## src/rtl/hng_pkg.sv

```systemverilog
// Shared definitions for the HNG uncompute datapath.
// Holds the default counter width and lane-parallel forward/inverse HNG
// functions. The functions work on a fixed maximum lane width; callers
// zero-extend narrower vectors and take the low bits of each result field.
package hng_pkg;

    localparam int HNG_CNT_W = 16;
    localparam int HNG_MAX_W = 64;

    typedef logic [HNG_MAX_W-1:0] hng_lane_t;

    // Four lane vectors. hng_fwd fills it with {P,Q,R,S}; hng_inv with {A,B,C,D}.
    typedef struct packed {
        hng_lane_t v0;
        hng_lane_t v1;
        hng_lane_t v2;
        hng_lane_t v3;
    } hng_quad_t;

    // Inverse gate: recovers {A,B,C,D} from {P,Q,R,S}.
    function automatic hng_quad_t hng_inv(hng_lane_t p, hng_lane_t q,
                                          hng_lane_t r, hng_lane_t s);
        hng_quad_t o;
        o.v0 = p;
        o.v1 = q;
        o.v2 = r ^ p ^ q;
        o.v3 = s ^ ((p ^ q) & o.v2) ^ (p & q);
        return o;
    endfunction

    // Forward gate: produces {P,Q,R,S} from {A,B,C,D}.
    function automatic hng_quad_t hng_fwd(hng_lane_t a, hng_lane_t b,
                                          hng_lane_t c, hng_lane_t d);
        hng_quad_t o;
        o.v0 = a;
        o.v1 = b;
        o.v2 = a ^ b ^ c;
        o.v3 = ((a ^ b) & c) ^ (a & b) ^ d;
        return o;
    endfunction

endpackage

```

## src/rtl/hng_pipe_stage.sv

```systemverilog
// Generic valid/ready register slice. Accepts when empty or when the
// downstream side takes the held word in the same cycle. Data is only
// written when a word actually moves in, so idle cycles leave it untouched.
module hng_pipe_stage #(
    parameter int DW = 8
) (
    input  logic          clk,
    input  logic          rst,
    input  logic          up_valid,
    output logic          up_ready,
    input  logic [DW-1:0] up_data,
    output logic          dn_valid,
    input  logic          dn_ready,
    output logic [DW-1:0] dn_data
);

    logic advance;

    assign advance  = !dn_valid || dn_ready;
    assign up_ready = advance;

    // Slice register: valid follows upstream on advance, data loads only with a word.
    always_ff @(posedge clk) begin
        if (rst) begin
            dn_valid <= 1'b0;
            dn_data  <= '0;
        end else if (advance) begin
            dn_valid <= up_valid;
            if (up_valid) begin
                dn_data <= up_data;
            end
        end
    end

endmodule

```

## src/rtl/hng_uncompute_pipe.sv

```systemverilog
// Streaming HNG uncompute: {P,Q,R,S} in, recovered {A,B,C,D} out, two
// register stages, W lanes in parallel, with a saturating delivered-word
// counter. in_ready is combinational from out_ready through both slices.
// Optional ancilla check enabled by macro ANCILLA_CHECK_EN: flags lanes where
// recovered C is not 1 or D is not 0, and counts output words with any flag.
module hng_uncompute_pipe
    import hng_pkg::*;
#(
    parameter int W     = 8,
    parameter int CNT_W = HNG_CNT_W
) (
    input  logic             clk,
    input  logic             rst,
    input  logic             in_valid,
    output logic             in_ready,
    input  logic [W-1:0]     in_p,
    input  logic [W-1:0]     in_q,
    input  logic [W-1:0]     in_r,
    input  logic [W-1:0]     in_s,
    output logic             out_valid,
    input  logic             out_ready,
    output logic [W-1:0]     out_a,
    output logic [W-1:0]     out_b,
    output logic [W-1:0]     out_c,
    output logic [W-1:0]     out_d,
    output logic [CNT_W-1:0] word_count,
    input  logic             clr_stats
`ifdef ANCILLA_CHECK_EN
    ,
    output logic [W-1:0]     out_anc_err,
    output logic [CNT_W-1:0] err_count
`endif
);

    localparam int S1_W = 5 * W;
`ifdef ANCILLA_CHECK_EN
    localparam int S2_W = 5 * W;
`else
    localparam int S2_W = 4 * W;
`endif

    logic [W-1:0]    x_in;
    logic [W-1:0]    c_in;
    logic [S1_W-1:0] s1_in_data;
    logic [S1_W-1:0] s1_data;
    logic            s1_valid;
    logic            s2_ready;

    logic [W-1:0]    s1_p;
    logic [W-1:0]    s1_q;
    logic [W-1:0]    s1_x;
    logic [W-1:0]    s1_c;
    logic [W-1:0]    s1_s;
    logic [W-1:0]    d_calc;
    logic [S2_W-1:0] s2_in_data;
    logic [S2_W-1:0] s2_data;
    logic            out_xfer;

    // Stage 1 precompute: shared x = P^Q and recovered C.
    assign x_in       = in_p ^ in_q;
    assign c_in       = in_r ^ x_in;
    assign s1_in_data = {in_p, in_q, x_in, c_in, in_s};

    hng_pipe_stage #(.DW(S1_W)) u_s1 (
        .clk      (clk),
        .rst      (rst),
        .up_valid (in_valid),
        .up_ready (in_ready),
        .up_data  (s1_in_data),
        .dn_valid (s1_valid),
        .dn_ready (s2_ready),
        .dn_data  (s1_data)
    );

    assign s1_p = s1_data[5*W-1:4*W];
    assign s1_q = s1_data[4*W-1:3*W];
    assign s1_x = s1_data[3*W-1:2*W];
    assign s1_c = s1_data[2*W-1:1*W];
    assign s1_s = s1_data[1*W-1:0];

    // Stage 2 precompute: recovered D from the stage-1 terms.
    assign d_calc = s1_s ^ (s1_x & s1_c) ^ (s1_p & s1_q);

`ifdef ANCILLA_CHECK_EN
    // Lane error when the ancilla pair deviates from C=1, D=0.
    assign s2_in_data = {s1_p, s1_q, s1_c, d_calc, (~s1_c) | d_calc};
`else
    assign s2_in_data = {s1_p, s1_q, s1_c, d_calc};
`endif

    hng_pipe_stage #(.DW(S2_W)) u_s2 (
        .clk      (clk),
        .rst      (rst),
        .up_valid (s1_valid),
        .up_ready (s2_ready),
        .up_data  (s2_in_data),
        .dn_valid (out_valid),
        .dn_ready (out_ready),
        .dn_data  (s2_data)
    );

    assign out_a = s2_data[S2_W-1:S2_W-W];
    assign out_b = s2_data[S2_W-W-1:S2_W-2*W];
    assign out_c = s2_data[S2_W-2*W-1:S2_W-3*W];
    assign out_d = s2_data[S2_W-3*W-1:S2_W-4*W];

    assign out_xfer = out_valid && out_ready;

    // Delivered-word counter: saturating, clear takes priority over a transfer.
    always_ff @(posedge clk) begin
        if (rst || clr_stats) begin
            word_count <= '0;
        end else if (out_xfer && (word_count != {CNT_W{1'b1}})) begin
            word_count <= word_count + CNT_W'(1);
        end
    end

`ifdef ANCILLA_CHECK_EN
    assign out_anc_err = s2_data[W-1:0];

    // Ancilla error counter: counts delivered words with any lane flagged.
    always_ff @(posedge clk) begin
        if (rst || clr_stats) begin
            err_count <= '0;
        end else if (out_xfer && (|out_anc_err) && (err_count != {CNT_W{1'b1}})) begin
            err_count <= err_count + CNT_W'(1);
        end
    end
`endif

endmodule

```

## config.mk

```make
export PLATFORM = sky130hd
export DESIGN_NAME = hng_uncompute_pipe
export DESIGN_NICKNAME = d
export VERILOG_FILES = /design/src/rtl/hng_pkg.sv /design/src/rtl/hng_pipe_stage.sv /design/src/rtl/hng_uncompute_pipe.sv
export SDC_FILE = /design/constraint.sdc
export NUM_CORES = 1
export LEC_CHECK = 0
export ABC_AREA = 1
export ABC_CLOCK_PERIOD_IN_PS = 1400
export CAP_MARGIN = 20
export CORE_UTILIZATION = 45
export CTS_CLUSTER_SIZE = 14
export DETAILED_ROUTE_END_ITERATION = 8
export PLACE_DENSITY = 0.85
export SYNTH_ARGS = -nofsm -noshare
export SYNTH_HDL_FRONTEND = slang
export SYNTH_SLANG_ARGS = --single-unit
```

## constraint.sdc

```tcl
create_clock -name clk -period 1.4 [get_ports clk]
set_input_delay 0.28 -clock clk [delete_from_list [all_inputs] [get_ports clk]]
set_output_delay 0.28 -clock clk [all_outputs]
set_load 0.005 [all_outputs]
```

==> flow_summary.ini <==
[placement]
place_congestion = 0.8724
portBuffers = 86
dp.cells = 738
dp_hpwl_mm = 7.132

[sta]
tns_ps = 0
hold_ws_ps = 280.6
drv_slew = 0
hold_violations = 0
rsz0062_at_grt = true
period_share = 0.9829
fmax_ghz = 0.7267
timing.final.crit_period_ps = 1376
fin_skew_ps = 9.151
maxSlewHeadroom = 0.8100
tightestPinTransition_ps = 282.0
setup_violations = 0

[setup_path]
crit_path_end_kind = flip-flop
critPathRequiredTime_ps = 1650
critical_path.most_common_cell = nand2_2
max_stage_delay_ps = 360
cp_max_fo = 6
crit_family = simple AND/OR/NAND/NOR gates
path_class = reg -> reg
worstPathArrival_ps = 1620
r2r-start = word_count[4]
crit_path_start = word_count[4]
rrSetupSlack_ps = 20
path_buf_inv = 2
cp_cell_sequence = buf_6 -> nand2_2 -> inv_2 -> nand2_2 -> nor2_4 -> nand3_4 -> a21oi_1 -> nor2_1
cp_slowest_cell = dfxtp_4
cp-start-kind = flip-flop

[detailed_routing]
num_vias = 3930
vias_per_cell = 5.097
drc = 0
dr.pass1.iters = 4
final_antenna_net_count = 0
drtIter0Drc = 174
drt_wl_total_mm = 10.37
avgRoutedWirePerCell_um = 13.45

[grt]
grt_pass1_vias = 3706
gr-usage-all-layers = 0.2378
grt_pass1_wl_mm = 16.64
antenna_found_initial = 0
grt_max_degree = 41
grt_overflow = 0

[clocking]
clock_latency_ps = 360
htree_levels = 3
cts.clk_slew.worst_paths_ps = 90
clock_sinks = 90
holdBufCountCts = 0
clockBufferDepth = 2
cts_inserted_buffers = 9
tritoncts = done
cts-root-buf = clkbuf_8

[yosys]
synth_top_family_by_area = simple AND/OR/NAND/NOR gates
netlist_instances = 532
synth_common_cells = nor2_1 (150), dfxtp_1 (90), nand2_1 (71), o21ai_0 (65), a21oi_1 (30)
syn_area_mm2 = 0.003895
ys_warn_count = 0
synth_compound_area_frac = 0.1295
yosysTopAreaCell = dfxtp_1
synth_edf_count = 0
ys_seq_elements = 90
yosys.area_share.xor_xnor = 0.07196
synthArstFlopShare = 0
synthAdderAreaFrac = 0.003212
syn_avg_cell_area_um2 = 7.321
muxShareOfSynthArea = 0
syn_nets = 570
synthSimpleGateAreaFrac = 0.2730
ys.flop_type = dfxtp_1
synth_top_area_share = 0.4626
yosys-top-cells-area = dfxtp_1 (46%), nor2_1 (14%), o21ai_0 (8.4%), nand2_1 (6.8%), xor2_1 (5.4%)
synth-seq-area-share = 0.4626
synth.most_common_cell = nor2_1
synth.distinct_cells = 26

[hold_path]
hp-class = in -> reg
worstHoldStart = out_ready

[floorplanning]
coreArea_mm2 = 0.008299
rows = 33
initial_core_util = 0.4693
num_io_pins = 87
die_area_mm2 = 0.009032
die_w_um = 95.04
fp.dieH_um = 95.04

[pwr]
power_switching_w = 0.001449
power.density_mw_per_mm2 = 936.2
ir_worst_vdd_mv = 0.6373
swShare = 0.2784
finalPower_w = 0.005205
clkPwrFrac = 0.313
comb_power_share = 0.146
intPower_w = 0.003756
power.leakage_nw = 2.448
pwr-share-seq = 0.541

[final_layout]
antenna_cells = 0
fin_nets = 699
fin_cells = 771
synthToLayoutAreaGrowth_pct = 42.72
drive_above_1_share = 0.2357

[run_status]
status = finished, final reports clean

[flow_run]
cap_violations = 0
==> cells in the final DEF, fill, tap and decap left out, types with 2 or more instances in the layout <==
cell type,synthesis,layout
nand3_2,5,6
a21oi_1,30,30
dfxtp_4,0,2
inv_1,28,24
inv_6,0,2
dfxtp_2,0,36
o21ai_0,65,64
clkdlybuf4s50_1,0,35
nor3_2,0,2
clkinvlp_4,0,3
xor2_1,24,24
clkdlybuf4s15_1,0,10
dfxtp_1,90,52
nand2_4,0,3
nand2_2,6,11
buf_4,0,49
nand4_1,5,5
nand2_1,71,64
xnor2_1,8,8
nand3_4,0,3
nor2_4,2,5
nor2_1,150,143
nand3_1,9,6
clkbuf_8,0,9
inv_2,4,8
dlygate4sd2_1,0,39
nor2_2,2,6
buf_12,0,4
==> worst paths after layout <==
check | cells after the start | end
setup / recovery | 8 | word_count[15]
hold / removal | 4 | u_s2.dn_valid
setup reg to reg | 8 | word_count[15]
hold reg to reg | 2 | u_s2.dn_data[21]
==> state kept, by name, indices dropped and copies added (netlist names) <==
name / cells
u_s2.dn_data: 32
u_s2.dn_valid: 1
u_s1.dn_valid: 1
u_s1.dn_data: 40
word_count: 16
==> worst min-delay path: cells and delay by family <==
| family | cells | cell delay [ps] |
|---|---|---|
| AND/OR/NAND/NOR | 1 | 70 |
| AO/OA/AOI/OAI | 1 | 60 |
| buffers and inverters | 2 | 190 |
==> logic make-up after synthesis <==
logic type / count (synthesis)
fa+ha+maj: 1
compound gates: 98
simple gates: 256
xor+xnor: 32
buf+inv: 55
flops: 90
==> area by class of cell <==
type / count / area (um2)
fillers: 673 / 2740
inverters: 32 / 120.1
well taps: 105 / 131.4
clock inverters: 6 / 48.80
multi-input cells: 389 / 2013
clock buffers: 10 / 127.6
repair buffers: 139 / 1264
flip-flops and latches: 90 / 1854
==> through the flow <==
step                area (um2)  utilization  setup WS (ps)
floorplan                 3895            -          2.855
global route              5559       0.6698         -31.46
detailed placement        5110       0.6157         -353.3
global placement          5110       0.6157         -346.8
CTS                       5410       0.6519         -33.12
finish                    5559       0.6698          23.96
==> power groups by stage <==
stage | logic [W] | registers, W | clock network (W)
4_1_cts | 0.000757 | 0.00281 | 0.00164
2_1_floorplan | 0.000404 | 0.00286 | 0
5_1_grt | 0.000848 | 0.00284 | 0.00177
6_report | 0.000758 | 0.00282 | 0.00163
3_5_place_dp | 0.000793 | 0.00287 | 0
3_3_place_gp | 0.000765 | 0.00286 | 0
==> routing by layer <==
layer,GRT usage,part of all wire,vias up
li1,-,-,1947
met3,0.05263,0.066,19
met2,0.4293,0.52,148
met4,0.07828,0.015,0
met1,0.2771,0.40,1816
met5,0,0,-
==> timing repair <==
item / 4_1_cts / 5_1_grt
gates cloned: 1 / 1
pin swaps: 1 / 10
hold endpoints to repair: 0 / 0
resized for setup: 98 / 42
setup endpoints to repair: 60 / 35
setup buffers: 10 / 5
(Power assumes the default switching activity.)
